<file path="src/rtl/game_seq_ctrl.sv">
// Sequencer for the 4x4 2048 board: owns the board register, runs move/spawn/check.
// Optional macro GAME_SEQ_MOVE_QUEUE_EN adds a one-entry buffer for requests made while busy.
module game_seq_ctrl #(
  parameter logic [11:0] WIN_VALUE  = 12'd2048,
  parameter int unsigned INIT_TILES = 2,
  parameter int unsigned GEN_WAIT   = 1
) (
  input  logic                    clk,
  input  logic                    rst,
  input  logic                    btn_valid,
  input  logic [1:0]              btn_dir,
  output logic [1:0]              mov_dir,
  output logic [0:3][0:3][11:0]   mov_board,
  input  logic [0:3][0:3][11:0]   mov_result,
  output logic [3:0]              gen_estado,
  output logic [0:3][0:3][11:0]   gen_board,
  input  logic [0:3][0:3][11:0]   gen_result,
  output logic [0:3][0:3][11:0]   matriz,
  output logic [2:0]              estado,
  output logic                    busy,
  output logic                    ganado,
  output logic                    perdido
);

  typedef logic [0:3][0:3][11:0] board_t;

  typedef enum logic [2:0] {
    S_IDLE   = 3'd0,
    S_MOVE   = 3'd1,
    S_SPAWN  = 3'd2,
    S_SETTLE = 3'd3,
    S_CHECK  = 3'd4,
    S_WIN    = 3'd5,
    S_LOSE   = 3'd6
  } state_t;

  localparam logic [3:0] GEN_INSERT = 4'b0100;
  localparam logic [3:0] GEN_IDLE   = 4'b0000;

  state_t      state_r, next_state_s;
  board_t      board_r;
  logic [3:0]  spawn_cnt_r;
  logic [7:0]  wait_cnt_r;
  logic [1:0]  mov_dir_r;
  logic [3:0]  gen_estado_r, gen_estado_s;
  logic        busy_r, busy_s;
  logic        ganado_r, ganado_s;
  logic        perdido_r, perdido_s;
  logic        gen_active_s, gen_last_s, moved_s;
  logic        start_s;
  logic [1:0]  start_dir_s;

  function automatic logic has_win(input board_t b);
    logic w;
    w = 1'b0;
    for (int r = 0; r < 4; r++)
      for (int c = 0; c < 4; c++)
        if (b[r][c] >= WIN_VALUE) w = 1'b1;
    return w;
  endfunction

  // Lost only when the board is full and no slide could merge anything.
  function automatic logic has_lose(input board_t b);
    logic l;
    l = 1'b1;
    for (int r = 0; r < 4; r++)
      for (int c = 0; c < 4; c++) begin
        if (b[r][c] == 12'd0) l = 1'b0;
        if (c < 3 && b[r][c] == b[r][c+1]) l = 1'b0;
        if (r < 3 && b[r][c] == b[r+1][c]) l = 1'b0;
      end
    return l;
  endfunction

  // The generator request is only counted once it is actually visible on gen_estado.
  assign gen_active_s = (state_r == S_SPAWN) && (gen_estado_r == GEN_INSERT);
  assign gen_last_s   = gen_active_s && (wait_cnt_r == 8'(GEN_WAIT - 1));
  assign moved_s      = (mov_result != board_r);

`ifdef GAME_SEQ_MOVE_QUEUE_EN
  logic       q_full_r;
  logic [1:0] q_dir_r;

  // Move start selection: a buffered request wins over a fresh one.
  always_comb begin
    start_s     = 1'b0;
    start_dir_s = mov_dir_r;
    if (state_r == S_IDLE && q_full_r) begin
      start_s     = 1'b1;
      start_dir_s = q_dir_r;
    end else if (state_r == S_IDLE && btn_valid) begin
      start_s     = 1'b1;
      start_dir_s = btn_dir;
    end else begin
      start_s     = 1'b0;
      start_dir_s = mov_dir_r;
    end
  end

  // Request buffer: captures requests while busy, emptied on consumption or game end.
  always_ff @(posedge clk or posedge rst) begin
    if (rst) begin
      q_full_r <= 1'b0;
      q_dir_r  <= 2'b00;
    end else if (next_state_s == S_WIN || next_state_s == S_LOSE) begin
      q_full_r <= 1'b0;
    end else if (state_r == S_IDLE && q_full_r) begin
      q_full_r <= btn_valid;
      if (btn_valid) q_dir_r <= btn_dir;
    end else if (btn_valid && state_r != S_IDLE && state_r != S_WIN && state_r != S_LOSE) begin
      q_full_r <= 1'b1;
      q_dir_r  <= btn_dir;
    end
  end
`else
  // Move start selection: requests are only honoured in IDLE.
  always_comb begin
    start_s     = 1'b0;
    start_dir_s = mov_dir_r;
    if (state_r == S_IDLE && btn_valid) begin
      start_s     = 1'b1;
      start_dir_s = btn_dir;
    end else begin
      start_s     = 1'b0;
      start_dir_s = mov_dir_r;
    end
  end
`endif

  // State register.
  always_ff @(posedge clk or posedge rst) begin
    if (rst) state_r <= S_SPAWN;
    else     state_r <= next_state_s;
  end

  // Next-state logic.
  always_comb begin
    next_state_s = state_r;
    case (state_r)
      S_IDLE:   next_state_s = start_s ? S_MOVE : S_IDLE;
      S_MOVE:   next_state_s = moved_s ? S_SPAWN : S_IDLE;
      S_SPAWN:  next_state_s = gen_last_s ? S_SETTLE : S_SPAWN;
      S_SETTLE: next_state_s = (spawn_cnt_r > 4'd1) ? S_SPAWN : S_CHECK;
      S_CHECK: begin
        if (has_win(board_r))       next_state_s = S_WIN;
        else if (has_lose(board_r)) next_state_s = S_LOSE;
        else                        next_state_s = S_IDLE;
      end
      S_WIN:    next_state_s = S_WIN;
      S_LOSE:   next_state_s = S_LOSE;
      default:  next_state_s = S_IDLE;
    endcase
  end

  // Output decode from the next state so the registered outputs line up with estado.
  always_comb begin
    gen_estado_s = (next_state_s == S_SPAWN) ? GEN_INSERT : GEN_IDLE;
    busy_s       = (next_state_s != S_IDLE);
    ganado_s     = (next_state_s == S_WIN);
    perdido_s    = (next_state_s == S_LOSE);
  end

  // Output registers.
  always_ff @(posedge clk or posedge rst) begin
    if (rst) begin
      gen_estado_r <= GEN_IDLE;
      busy_r       <= 1'b1;
      ganado_r     <= 1'b0;
      perdido_r    <= 1'b0;
    end else begin
      gen_estado_r <= gen_estado_s;
      busy_r       <= busy_s;
      ganado_r     <= ganado_s;
      perdido_r    <= perdido_s;
    end
  end

  // Board, direction and counters.
  always_ff @(posedge clk or posedge rst) begin
    if (rst) begin
      board_r     <= {16{12'h000}};
      spawn_cnt_r <= 4'(INIT_TILES);
      wait_cnt_r  <= 8'd0;
      mov_dir_r   <= 2'b00;
    end else begin
      if (start_s) mov_dir_r <= start_dir_s;
      if (state_r == S_MOVE && moved_s) begin
        board_r     <= mov_result;
        spawn_cnt_r <= 4'd1;
      end else if (gen_last_s) begin
        board_r <= gen_result;
      end else if (state_r == S_SETTLE) begin
        spawn_cnt_r <= spawn_cnt_r - 4'd1;
      end
      if (gen_last_s)        wait_cnt_r <= 8'd0;
      else if (gen_active_s) wait_cnt_r <= wait_cnt_r + 8'd1;
      else                   wait_cnt_r <= 8'd0;
    end
  end

  assign mov_dir    = mov_dir_r;
  assign mov_board  = board_r;
  assign gen_board  = board_r;
  assign matriz     = board_r;
  assign gen_estado = gen_estado_r;
  assign estado     = state_r;
  assign busy       = busy_r;
  assign ganado     = ganado_r;
  assign perdido    = perdido_r;

endmodule

</file>
<file path="config.mk">
export PLATFORM = sky130hd
export DESIGN_NAME = game_seq_ctrl
export DESIGN_NICKNAME = d
export VERILOG_FILES = /design/src/rtl/game_seq_ctrl.sv
export SDC_FILE = /design/constraint.sdc
export NUM_CORES = 1
export LEC_CHECK = 0
export CORE_AREA = 2 2 383 385
export CTS_CLUSTER_SIZE = 10
export DETAILED_ROUTE_END_ITERATION = 10
export DIE_AREA = 0 0 385 387
export DONT_BUFFER_PORTS = 1
export GPL_TIMING_DRIVEN = 0
export MAX_ROUTING_LAYER = met4
export SLEW_MARGIN = 15
export SYNTH_ARGS = -nofsm -noshare
export SYNTH_HDL_FRONTEND = slang
export SYNTH_SLANG_ARGS = --single-unit
export TNS_END_PERCENT = 50
</file>
<file path="constraint.sdc">
create_clock -name clk -period 8.35 [get_ports clk]
set_input_delay 1.67 -clock clk [delete_from_list [all_inputs] [get_ports clk]]
set_output_delay 1.67 -clock clk [all_outputs]
set_load 0.02 [all_outputs]
</file>
==> run_results.csv <==
group,metric,value,unit
synth,synth.most_common_cell,"buf_4",
routing,routedWlPerCell,39.39,um
setup_path,r2r.worst_path.cells,10,
clock_tree,clk_latency,0.63,ns
global_routing,antenna_found_initial,81,
sta,setup_viol,0,
synth,ys_warn_count,0,
routing,drcViolationCount,0,
global_routing,globalRouteTotalUtil,21.29,%
setup_path,crit_required,8.89,ns
routing,wl,161300,um
pwr,leakage,9.741,nW
setup_path,start_kind,"register",
synth,synth.avg_cell_area,9.194,um2
synth,netlist-cell-type-count,38,
place,dp_hpwl,140700,um
global_routing,overflow,0,
setup_path,crit_start,"gen_board[174]",
routing,ant_nets,0,
synth,netlist_instances,2041,
final_layout,drive_above_1_share,25.42,%
sta,fin_crit_sh,58.81,%
global_routing,grt_pass1_wl,196000,um
setup_path,worstReg2RegEnd,"gen_board[13]",
synth,synth_commonest_cells,"402 x buf_4, 290 x xnor2_1, 210 x dfrtp_1",
routing,initialDrtViolationCount,1567,
synth,ys_seq_area_share,28.42,%
floorplan,die_w,385,um
clock_tree,cts_sinks,213,
sta,hold_viol_final,0,
place,gp_congestion,0.9631,
status,status,"finished clean",
setup_path,path_cells,"clkbuf_1 > xor2_1 > nor4_1 > nand4_1 > nor4_1 > a31oi_2 > nor2_1 > buf_4 > buf_4 > a21o_1",
sta,rsz0062_at_grt,"false",
setup_path,crit_arrival,5.45,ns
floorplan,ioPinCount,977,
floorplan,dieArea,0.1490,mm2
routing,via_count,17110,
clock_tree,cts_tree,"built",
clock_tree,cts-hold-fix-buffers,0,
final_layout,fin_area,0.02240,mm2
clock_tree,clock-root-buffer,"clkbuf_16",
clock_tree,htreeDepth,1,
routing,firstDrtPassIters,5,
clock_tree,cts_made_buffers,29,
place,portBuffers,0,
pwr,power_density,567.9,mW/mm2
setup_path,critPathCapture,"gen_board[13]",
setup_path,cpPeakStageDelay,0.95,ns
setup_path,crit_type,"register to register",
hold_path,hold_class,"register to register",
clock_tree,cts-resized-gates,0,
floorplan,start_util,12.95,%
sta,fmax,203.7,MHz
clock_tree,clk_path_buf_depth,3,
floorplan,rows,140,
synth,synth-async-reset-ratio,100.0,%
clock_tree,clkSlewWorstSetupHoldPaths,0.06,ns
synth,synth_top_area_cell,"dfrtp_1",
floorplan,die_h,387,um
final_layout,syn_to_final_growth,19.36,%
setup_path,ff2ff_setup_slack,3.44,ns
synth,synth_top_area_share,28.00,%
clock_tree,post_cts_buffers,0,
synth,synthesis.area,0.01877,mm2
setup_path,cp-end-kind,"register",
sta,drv_slew,0,
sta,min_period,4.910,ns
global_routing,grt_max_degree,87,
job,max_cap_viol_count,0,
pwr,peakVddDrop,0.1829,mV
setup_path,rr_startpoint,"gen_board[174]",
sta,setup_tns,0,ns
synth,synth.ff_latch_count,213,
sta,slew_headroom,5.766,%
place,place_area,0.02126,mm2
sta,worstMarginPinSlew,1.401,ns
sta,skew,0.04893,ns
synth,synth_ff_type,"dfrtp_1",
pwr,total_power,12.72,mW
place,dp.cells,3964,
synth,ys_top_cells_by_area,"dfrtp_1 28%, buf_4 16%, xnor2_1 14%",
final_layout,final_cells,4095,
sta,hold_ws,0.5252,ns
setup_path,cp_slowest_cell,"nor4_1",
floorplan,core_area,0.1449,mm2
synth,synth_edf_count,0,
routing,vias_per_cell,4.178,
final_layout,finalNetCount,2471,
setup_path,critical_path.max_fanout,10,
global_routing,grt_pass1_vias,16020,
==> worst min path at each step <==
stage / from / end / slack [ns] / depth (start not counted)
finish: spawn_cnt_r[1] / spawn_cnt_r[1] / 0.53 / 2
floorplan: wait_cnt_r[0] / wait_cnt_r[0] / 0.49 / 1
global route: spawn_cnt_r[1] / spawn_cnt_r[1] / 0.58 / 2
CTS: spawn_cnt_r[1] / spawn_cnt_r[1] / 0.53 / 2
detailed placement: spawn_cnt_r[1] / spawn_cnt_r[1] / 0.52 / 2
global placement: spawn_cnt_r[1] / spawn_cnt_r[1] / 0.51 / 2
==> sequential cells by signal, indices dropped and copies added, names as in the netlist <==
register / flops
perdido: 1
gen_board: 192
busy: 1
estado: 3
wait_cnt_r: 8
mov_dir: 2
spawn_cnt_r: 4
gen_estado: 1
ganado: 1
==> kinds of logic after synthesis <==
logic type,count (synthesis),share of synthesized area [%]
buffers and inverters,650,22.28
xor gates and xnor gates,489,22.82
AOI/OAI and AO/OA,394,17.04
and+or+nand+nor,287,8.981
DFF,213,28.42
adders and majority gates,4,0.2667
muxes,3,0.1734
other,1,0.01998
==> stage by stage <==
stage          worst slack, ns  utilization, %
4_1_cts                  3.394           15.32
6_report                 3.440           15.46
3_5_place_dp             2.895           14.68
5_1_grt                  3.404           15.44
2_1_floorplan           0.8624               -
3_3_place_gp            -3.002           14.61
==> cell type report <==
class	instances	area [um2]
Tap cell	1917	2399
Timing Repair Buffer	4	75.07
Multi-Input combinational cell	1180	9265
Inverter	7	33.78
Clock buffer	39	763.2
Sequential cell	213	5334
Buffer	643	4155
Antenna cell	81	202.7
Fill cell	16280	122500
Clock inverter	11	170.2
==> cells in the final DEF (no fill, tap or decap), types with 6 or more instances in the layout <==
cell type / count
a21o_1: 192
buf_2: 54
clkbuf_16: 29
clkbuf_1: 174
diode_2: 81
nor3_1: 27
nand4_1: 90
xnor2_1: 290
nand3_1: 23
dfrtp_1: 210
xor2_1: 199
buf_6: 22
nor2_1: 19
a22o_1: 192
inv_1: 6
nor4_1: 110
buf_4: 402
==> power breakdown <==
| part | total (mW) | leakage, nW | internal [mW] | switching [mW] |
|---|---|---|---|---|
| Sequential | 3.32 | 2.63 | 1.50 | 1.82 |
| Combinational | 8.06 | 6.66 | 3.03 | 5.03 |
| Clock | 1.34 | 0.443 | 0.760 | 0.578 |
| Total | 12.7 | 9.74 | 5.29 | 7.43 |
==> critical path, delay by kind of cell, from the launching register on <==
family	cells	cell delay (ns)
AOI/OAI and AO/OA	2	0.57
xor gates and xnor gates	1	0.47
buffers and inverters	3	1.11
DFF	1	0.62
and+or+nand+nor	4	1.99
==> layer usage <==
metal  vias up  global-route usage (%)  wire length, um
met3       225                   7.451            15770
met1      8802                   23.31            60170
met4         0                   9.609             8773
met2      1277                   34.55            76580
met5         -                       -                0
li1       6806                       -                -
No activity file was read; power rests on OpenSTA's default activity.
